**src/rtl/axis_image_header_packer.sv**
```systemverilog
// Image-stream transmitter: one header beat built from the latched config, then cfg_beats_1+1 pixel beats.
// Optional define AXIS_IMAGE_HEADER_PACKER_TLAST_CHECK_EN adds s_axis_tlast and a sticky err_tlast flag.
module axis_image_header_packer #(
    parameter int UNITS              = 2,
    parameter int WORD_WIDTH         = 8,
    parameter int KERNEL_H_MAX       = 3,
    parameter int I_IMAGE_IS_NOT_MAX = 0,
    parameter int I_IMAGE_IS_MAX     = 1,
    parameter int I_IMAGE_IS_LRELU   = 2,
    parameter int I_IMAGE_KERNEL_H_1 = 3,
    parameter int BEATS_WIDTH        = 16,
    localparam int WORDS = 2**$clog2(UNITS + KERNEL_H_MAX - 1),
    localparam int DW    = WORD_WIDTH * WORDS,
    localparam int KW    = $clog2(KERNEL_H_MAX)
) (
    input  logic                   aclk,
    input  logic                   aresetn,

    input  logic                   cfg_valid,
    output logic                   cfg_ready,
    input  logic                   cfg_is_max,
    input  logic                   cfg_is_lrelu,
    input  logic [KW-1:0]          cfg_kernel_h_1,
    input  logic [BEATS_WIDTH-1:0] cfg_beats_1,

`ifdef AXIS_IMAGE_HEADER_PACKER_TLAST_CHECK_EN
    input  logic                   s_axis_tlast,
    output logic                   err_tlast,
`endif

    input  logic                   s_axis_tvalid,
    output logic                   s_axis_tready,
    input  logic [DW-1:0]          s_axis_tdata,

    output logic                   m_axis_tvalid,
    input  logic                   m_axis_tready,
    output logic [DW-1:0]          m_axis_tdata,
    output logic [DW/8-1:0]        m_axis_tkeep,
    output logic                   m_axis_tlast
);

    typedef enum logic [1:0] {
        IDLE   = 2'd0,
        HEADER = 2'd1,
        PASS   = 2'd2
    } state_t;

    state_t                 state;
    state_t                 state_next;

    logic                   is_max_q;
    logic                   is_lrelu_q;
    logic [KW-1:0]          kernel_h_1_q;
    logic [BEATS_WIDTH-1:0] beats_1_q;
    logic [BEATS_WIDTH-1:0] count;

    logic                   load_en;
    logic                   latch_cfg;
    logic                   load_hdr;
    logic                   load_pix;
    logic                   pix_last;
    logic [DW-1:0]          hdr_data;

    // The output register can take a new beat when it is empty or being drained this cycle.
    assign load_en      = !m_axis_tvalid || m_axis_tready;
    assign pix_last     = (count == beats_1_q);
    assign m_axis_tkeep = '1;

    always_comb begin
        hdr_data = '0;
        hdr_data[I_IMAGE_IS_NOT_MAX*WORD_WIDTH +: WORD_WIDTH] = WORD_WIDTH'(!is_max_q);
        hdr_data[I_IMAGE_IS_MAX*WORD_WIDTH     +: WORD_WIDTH] = WORD_WIDTH'(is_max_q);
        hdr_data[I_IMAGE_IS_LRELU*WORD_WIDTH   +: WORD_WIDTH] = WORD_WIDTH'(is_lrelu_q);
        hdr_data[I_IMAGE_KERNEL_H_1*WORD_WIDTH +: WORD_WIDTH] = WORD_WIDTH'(kernel_h_1_q);
    end

    always_ff @(posedge aclk or negedge aresetn) begin
        if (!aresetn) begin
            state <= IDLE;
        end else begin
            state <= state_next;
        end
    end

    always_comb begin
        state_next    = state;
        cfg_ready     = 1'b0;
        s_axis_tready = 1'b0;
        latch_cfg     = 1'b0;
        load_hdr      = 1'b0;
        load_pix      = 1'b0;
        case (state)
            IDLE: begin
                cfg_ready = 1'b1;
                if (cfg_valid) begin
                    latch_cfg  = 1'b1;
                    state_next = HEADER;
                end
            end
            HEADER: begin
                if (load_en) begin
                    load_hdr   = 1'b1;
                    state_next = PASS;
                end
            end
            PASS: begin
                s_axis_tready = load_en;
                if (s_axis_tvalid && load_en) begin
                    load_pix = 1'b1;
                    if (pix_last) begin
                        state_next = IDLE;
                    end
                end
            end
            default: begin
                state_next = IDLE;
            end
        endcase
    end

    always_ff @(posedge aclk or negedge aresetn) begin
        if (!aresetn) begin
            is_max_q     <= 1'b0;
            is_lrelu_q   <= 1'b0;
            kernel_h_1_q <= '0;
            beats_1_q    <= '0;
        end else if (latch_cfg) begin
            is_max_q     <= cfg_is_max;
            is_lrelu_q   <= cfg_is_lrelu;
            kernel_h_1_q <= cfg_kernel_h_1;
            beats_1_q    <= cfg_beats_1;
        end
    end

    // The final beat resets the count instead of incrementing, so it can never wrap.
    always_ff @(posedge aclk or negedge aresetn) begin
        if (!aresetn) begin
            count <= '0;
        end else if (load_hdr) begin
            count <= '0;
        end else if (load_pix) begin
            count <= pix_last ? '0 : count + BEATS_WIDTH'(1);
        end
    end

    always_ff @(posedge aclk or negedge aresetn) begin
        if (!aresetn) begin
            m_axis_tvalid <= 1'b0;
            m_axis_tdata  <= '0;
            m_axis_tlast  <= 1'b0;
        end else if (load_hdr) begin
            m_axis_tvalid <= 1'b1;
            m_axis_tdata  <= hdr_data;
            m_axis_tlast  <= 1'b0;
        end else if (load_pix) begin
            m_axis_tvalid <= 1'b1;
            m_axis_tdata  <= s_axis_tdata;
            m_axis_tlast  <= pix_last;
        end else if (m_axis_tready) begin
            m_axis_tvalid <= 1'b0;
        end
    end

`ifdef AXIS_IMAGE_HEADER_PACKER_TLAST_CHECK_EN
    always_ff @(posedge aclk or negedge aresetn) begin
        if (!aresetn) begin
            err_tlast <= 1'b0;
        end else if (latch_cfg) begin
            err_tlast <= 1'b0;
        end else if (load_pix && (s_axis_tlast != pix_last)) begin
            err_tlast <= 1'b1;
        end
    end
`endif

endmodule

```
**config.mk**
```make
export PLATFORM = sky130hd
export DESIGN_NAME = axis_image_header_packer
export DESIGN_NICKNAME = d
export VERILOG_FILES = /design/src/rtl/axis_image_header_packer.sv
export SDC_FILE = /design/constraint.sdc
export NUM_CORES = 1
export LEC_CHECK = 0
export ABC_AREA = 1
export BUFFER_PORTS_ARGS = -buffer_cell sky130_fd_sc_hd__clkbuf_2
export CORE_MARGIN = 8
export CORE_UTILIZATION = 52
export DETAILED_ROUTE_END_ITERATION = 7
export GPL_ROUTABILITY_DRIVEN = 0
export GPL_TIMING_DRIVEN = 0
export HOLD_SLACK_MARGIN = 0.15
export PLACE_DENSITY = 0.79
export SLEW_MARGIN = 0
export SYNTH_ARGS = -nofsm -noshare
export SYNTH_HDL_FRONTEND = slang
export SYNTH_SLANG_ARGS = --single-unit
```
**constraint.sdc**
```tcl
create_clock -name aclk -period 2 [get_ports aclk]
set_clock_uncertainty 0.2 [all_clocks]
set_input_delay 0 -clock aclk [delete_from_list [all_inputs] [get_ports aclk]]
set_output_delay 0 -clock aclk [all_outputs]
set_load 0.02 [all_outputs]
```
==> flow_metrics.env, run 1 <==
export IMPL_status="completed"
export IMPL_area_delta_synth_final_pct=42.9
export IMPL_rows=29
export IMPL_netlist_instances=398
export IMPL_ir_drop_uv=916
export IMPL_fin_total_pwr_mw=6.15
export IMPL_r2r_cells=4
export IMPL_nNetsFinal=631
export IMPL_dieHeight_um=97.2
export IMPL_timing_fmax_mhz=513
export IMPL_finalCritPeriodShare_pct=97.5
export IMPL_die_area_um2=9460
export IMPL_cp_required_ns=2.04
export IMPL_cts_tree="yes"
export IMPL_synth_cell_types=29
export IMPL_p_per_area_nw_per_um2=1260
export IMPL_top_layer="met4"
export IMPL_ctsRootBufferMaster="clkbuf_8"
export IMPL_boundaryPins=97
export IMPL_postRouteAntennaNets=0
export IMPL_mappedNetlistArea_um2=3430
export IMPL_holdPathEnd="m_axis_tdata[23]"
export IMPL_timing_rr_end="kernel_h_1_q[0]"
export IMPL_wirelength_met1_um=3870
export IMPL_synth_area_per_cell_um2=8.62
export IMPL_reg2reg_slack_ns=0.05
export IMPL_place_inst=571
export IMPL_cts_sinks=72
export IMPL_path_max_fanout=8
export IMPL_worstSetupPathType="flop to flop"
export IMPL_setup_viol=0
export IMPL_worstHoldStart="s_axis_tdata[23]"
export IMPL_period_needed_ns=1.95
export IMPL_whs_path_depth=3
export IMPL_wirelength_um=10000
export IMPL_yosys_warnings=0
export IMPL_clk_latency_ns=0.37
export IMPL_cap_violations=0
export IMPL_synth_seq_area_share_pct=52.5
export IMPL_endpoint_kind="flop"
export IMPL_first_global_vias=3535
export IMPL_grt_pass1_wl_um=16700
export IMPL_cts_buffers=9
export IMPL_clkTransAtPathRegs_ns=0.09
export IMPL_layout_drive_gt1_share_pct=26.5
export IMPL_route_met2_wl_um=5280
export IMPL_ys_ff_latch=72
export IMPL_arrival_ns=2.00
export IMPL_hold_ws_ns=0.199
export IMPL_rsz0062_at_grt="yes"
export IMPL_dp_hpwl_um=6440
export IMPL_viasPerCell=5.12
export IMPL_grt_overflow=0
export IMPL_placed_area_um2=4030
export IMPL_timing_rr_start="state[0]"
export IMPL_met3_wirelength_um=605
export IMPL_fin_area_um2=4900
export IMPL_die_w_um=97.2
export IMPL_finalMaxSlewViolations=0
export IMPL_first_iter_violations=131
export IMPL_ctsLongestPathBuffers=2
export IMPL_dr_pass1_iters=4
export IMPL_final_hold_violation_count=0
export IMPL_antenna_found_initial=1
export IMPL_vias=3359
export IMPL_track_usage_pct=21.6
export IMPL_wl_per_cell_um=15.3
export IMPL_worst_setup_path_start_kind="flop"
export IMPL_stdcell_count=656
export IMPL_core_um2=6390
export IMPL_numPortBuffers=92
export IMPL_drc=0
export IMPL_htreeDepth=3
export IMPL_setup_tns_ns=0
export IMPL_grt_max_degree=68
export IMPL_initial_core_util_pct=53.7
export IMPL_hold_class="input pin to flop"
export IMPL_leakage_nw=2.62
final cells by class:
type / count / area (um^2)
Antenna cell: 1 / 2.50
Fill cell: 456 / 1480
Multi-Input combinational cell: 264 / 1360
Clock buffer: 9 / 124
Tap cell: 77 / 96.3
Clock inverter: 7 / 61.3
Sequential cell: 72 / 1800
Timing Repair Buffer: 161 / 1160
Buffer: 20 / 128
Inverter: 45 / 169
synth_stat cells:
master / number / area [um^2]
inv_1: 41 / 154
buf_4: 4 / 30.0
nand3_1: 14 / 70.1
nand2_2: 2 / 12.5
or2_2: 1 / 6.26
nor2_4: 2 / 22.5
nand2_4: 2 / 22.5
nand3_2: 1 / 10.0
o21ai_1: 6 / 30.0
nand2_1: 114 / 428
buf_2: 12 / 60.1
conb_1: 1 / 3.75
a21oi_1: 20 / 100
o21ai_2: 1 / 8.76
dfrtp_1: 72 / 1800
mux2_2: 6 / 67.6
nor4_1: 1 / 6.26
a22o_1: 27 / 236
o21ai_0: 4 / 20.0
nor2_2: 2 / 12.5
ha_1: 1 / 12.5
inv_2: 4 / 15.0
nor2_1: 40 / 150
clkbuf_1: 1 / 3.75
xor2_1: 6 / 52.6
nand4_1: 6 / 37.5
nor3_1: 1 / 5.00
buf_6: 3 / 33.8
a31oi_1: 3 / 18.8
flip-flops by register name (all words and copies together), names as in the netlist:
name and flops:
m_axis_tdata 32, beats_1_q 16, count 16, kernel_h_1_q 2
state 2, is_lrelu_q 1, is_max_q 1, m_axis_tlast 1
m_axis_tvalid 1
metrics by stage:
step | util, % | setup WS, ns
final | 76.8 | 0.0493
after global routing | 76.8 | -0.00440
after global placement | 62.6 | 0.137
after CTS | 76.2 | 0.0191
after floorplan | - | 0.303
after detailed placement | 63.1 | 0.147
cell usage in the layout (no fill, tap or decap), types with 7 or more instances in the layout:
master and n:
nand2_1 114, clkbuf_2 91, dfrtp_1 72, dlygate4sd3_1 65, inv_1 41, nor2_1 39, a22o_1 27, a21oi_1 20
nand3_1 14, buf_2 12, clkbuf_8 9, buf_4 7
repair_timing:
| item | in CTS | in global routing |
|---|---|---|
| hold endpoints to repair | 144 | 0 |
| setup endpoints to repair | 0 | 8 |
| gates resized for setup | 0 | 3 |
| setup buffers | 0 | 3 |
| hold buffers | 65 | 0 |
report_power, final:
group	internal, mW	switching (mW)	total (mW)
clock	0.476	0.643	1.12
combinational	1.11	1.57	2.68
sequential	1.98	0.371	2.35
total	3.57	2.59	6.15
worst max-delay path by stage:
stage                     cells after the start          endpoint          start
after CTS                                     4          is_max_q       state[0]
after detailed placement                      8         count[14]       count[0]
final                                         4   kernel_h_1_q[0]       state[0]
after floorplan                               5     beats_1_q[10]       state[0]
after global placement                        1  m_axis_tdata[22]        aresetn
after global routing                          6  m_axis_tdata[31]  m_axis_tvalid
metal layers:
layer,global-route usage (%),up-vias
li1,-,1619
met1,22.9,1607
met2,38.6,107
met3,5.83,26
met4,10.7,0
met5,0,-
critical path, cell delays in order (launching register included):
cell	delay (ns)
dfrtp_1	0.44
nor2_2	0.22
nand2_4	0.12
mux2_2	0.28
dlygate4sd3_1	0.58
cell families (layout without fill, tap and decap cells):
kind of cell             after synthesis  in the layout  share of synthesized area, %
flip-flops                            72             72                          52.5
AND/OR/NAND/NOR                      186            186                          22.8
AO/OA/AOI/OAI                         61             61                          12.1
multiplexers                           6              6                          1.97
adder cells (fa/ha/maj)                1              1                         0.365
buffers and inverters                 65            242                          8.64
other                                  1              5                         0.109
XOR/XNOR                               6              6                          1.53
Power figures use the tool's default switching activity.
==> run 2: changes to the inputs <==
--- a/config.mk
+++ b/config.mk
@@ -7,14 +7,12 @@
 export LEC_CHECK = 0
 export ABC_AREA = 1
 export BUFFER_PORTS_ARGS = -buffer_cell sky130_fd_sc_hd__clkbuf_2
-export CORE_MARGIN = 8
 export CORE_UTILIZATION = 52
 export DETAILED_ROUTE_END_ITERATION = 7
 export GPL_ROUTABILITY_DRIVEN = 0
 export GPL_TIMING_DRIVEN = 0
 export HOLD_SLACK_MARGIN = 0.15
 export PLACE_DENSITY = 0.79
-export SLEW_MARGIN = 0
 export SYNTH_ARGS = -nofsm -noshare
 export SYNTH_HDL_FRONTEND = slang
 export SYNTH_SLANG_ARGS = --single-unit
==> run 2 against run 1 <==
Net effect:
- sequential power hardly changed
- count of clock-buffer cells in the layout stayed put
- combinational power hardly changed
- flip-flop and latch count stayed put
- first-iteration DRC count is 120% higher
- clock power is 21% higher
- critical endpoint is now m_axis_tdata[31]
- design area is 0.92% higher
- via count is 1.1% higher
- highest routed layer unchanged
- register-to-register slack better by 0.02 ns
==> flow_metrics.env, run 2 (synthesis results as in run 1) <==
export IMPL_status="completed"
export IMPL_cp_required_ns=2.05
export IMPL_layout_common_cells="114 x nand2_1, 91 x clkbuf_2, 72 x dfrtp_1"
export IMPL_grt_max_degree=58
export IMPL_leakage_nw=2.64
export IMPL_grt_overflow=0
export IMPL_final_hold_violation_count=0
export IMPL_boundaryPins=97
export IMPL_cts_buffers=9
export IMPL_largest_reg_flops=32
export IMPL_grt_pass1_wl_um=15600
export IMPL_p_per_area_nw_per_um2=1290
export IMPL_place_inst=571
export IMPL_endpoint_kind="flop"
export IMPL_die_w_um=83.2
export IMPL_track_usage_pct=28.6
export IMPL_slew_headroom_pct=51.6
export IMPL_stdcell_count=655
export IMPL_clkPwrFrac_pct=21.1
export IMPL_setup_viol=0
export IMPL_final_common_cell="nand2_1"
export IMPL_worst_setup_path_start_kind="flop"
export IMPL_period_needed_ns=1.93
export IMPL_post_route_util_pct=77.9
export IMPL_timing_fmax_mhz=517
export IMPL_die_area_um2=6930
export IMPL_wl_per_cell_um=14.6
export IMPL_first_global_vias=3432
export IMPL_clkTransAtPathRegs_ns=0.09
export IMPL_wirelength_um=9540
export IMPL_core_um2=6350
export IMPL_dr_pass1_iters=4
export IMPL_antenna_found_initial=0
export IMPL_worst_pin_slew_ns=0.723
export IMPL_hold_class="input pin to flop"
export IMPL_worstSetupPathType="flop to flop"
export IMPL_ir_drop_uv=1160
export IMPL_cts_tree="yes"
export IMPL_ctsLongestPathBuffers=2
export IMPL_p_int_mw=3.81
export IMPL_initial_core_util_pct=54.0
export IMPL_top_regs="m_axis_tdata x32, beats_1_q x16, count x16"
export IMPL_ctsRootBufferMaster="clkbuf_8"
export IMPL_area_delta_synth_final_pct=44.2
export IMPL_vias=3396
export IMPL_arrival_ns=1.98
export IMPL_finalMaxSlewViolations=0
export IMPL_viasPerCell=5.18
export IMPL_top_register="m_axis_tdata"
export IMPL_power_share_combinational_pct=42.0
export IMPL_drc=0
export IMPL_cts_sinks=72
export IMPL_n_fill_cell=411
export IMPL_first_iter_violations=285
export IMPL_dieHeight_um=83.2
export IMPL_postRouteAntennaNets=0
export IMPL_htreeDepth=3
export IMPL_numPortBuffers=92
export IMPL_dp_hpwl_um=5770
export IMPL_sw_frac_of_total_pct=40.5
export IMPL_clk_latency_ns=0.35
export IMPL_layout_drive_gt1_share_pct=26.3
export IMPL_finalCritPeriodShare_pct=96.6
export IMPL_post_place_ws_ns=0.193
export IMPL_p_sw_mw=2.59
export IMPL_worst_slack_ns=0.0672
export IMPL_path_max_fanout=5
export IMPL_num_antenna_cells=0
export IMPL_cap_violations=0
export IMPL_rows=29
export IMPL_nNetsFinal=631
export IMPL_sequentialPowerShare_pct=36.9
[run 2: worst max-delay path, stage by stage, from the launching register on]
cell and delay [ns]:
dfrtp_1 0.43, inv_1 0.08, nor2_2 0.14, nand2_2 0.11
nand2_4 0.09, inv_2 0.06, a22o_1 0.17, dlygate4sd3_1 0.54
[run 2: area by class of cell]
type / instances / area [um^2] / share of cell area [%]
clock buffers: 9 / 124 / 2.50
repair buffers: 161 / 1170 / 23.6
clock inverters: 7 / 104 / 2.10
well taps: 77 / 96.3 / 1.95
multi-input cells: 264 / 1360 / 27.5
inverters: 45 / 169 / 3.41
plain buffers: 20 / 128 / 2.58
flip-flops and latches: 72 / 1800 / 36.4
[run 2: what timing repair did]
| action | in CTS | in global routing |
|---|---|---|
| endpoints found under the setup margin | 0 | 8 |
| resized for setup | 0 | 4 |
| setup buffers | 0 | 2 |
| endpoints found under the hold margin | 142 | 0 |
| hold buffers | 66 | 0 |
[run 2: worst paths after layout]
check	start	end	slack (ns)	depth (start not counted)
worst min register to register	m_axis_tlast	m_axis_tlast	0.31	2
max in group asynchronous	aresetn	count[14]	0.54	3
worst max register to register	state[0]	m_axis_tdata[31]	0.07	7
min in group asynchronous	aresetn	beats_1_q[4]	0.60	3
worst min-delay path	s_axis_tdata[29]	m_axis_tdata[29]	0.21	3
worst max-delay path	state[0]	m_axis_tdata[31]	0.07	7
[run 2: layer usage]
| layer | vias up | track usage [%] | wire length (um) |
|---|---|---|---|
| met1 | 1609 | 34.3 | 3740 |
| met4 | 0 | 10.8 | 274 |
| met2 | 141 | 50.6 | 5010 |
| li1 | 1620 | - | - |
| met3 | 26 | 5.67 | 509 |
| met5 | - | 0 | 0 |
[run 2: power by group through the flow]
stage               clock network (mW)  logic, mW  registers (mW)
floorplan                            0       1.37            2.58
global placement                     0       2.29            2.33
detailed placement                   0       2.37            2.35
CTS                               1.34       2.59            2.33
global route                      1.42       2.95            2.41
finish                            1.35       2.69            2.36
[run 2: per-stage QoR]
step / setup TNS [ns] / hold WS [ns] / cell area, um^2 / total power [mW]
global placement: 0 / 0.0224 / 4000 / 4.62
floorplan: 0 / -0.496 / 3440 / 3.96
CTS: 0 / 0.200 / 4920 / 6.26
finish: 0 / 0.210 / 4950 / 6.39
detailed placement: 0 / -0.276 / 4030 / 4.72
global route: -0.00661 / 0.214 / 4950 / 6.78
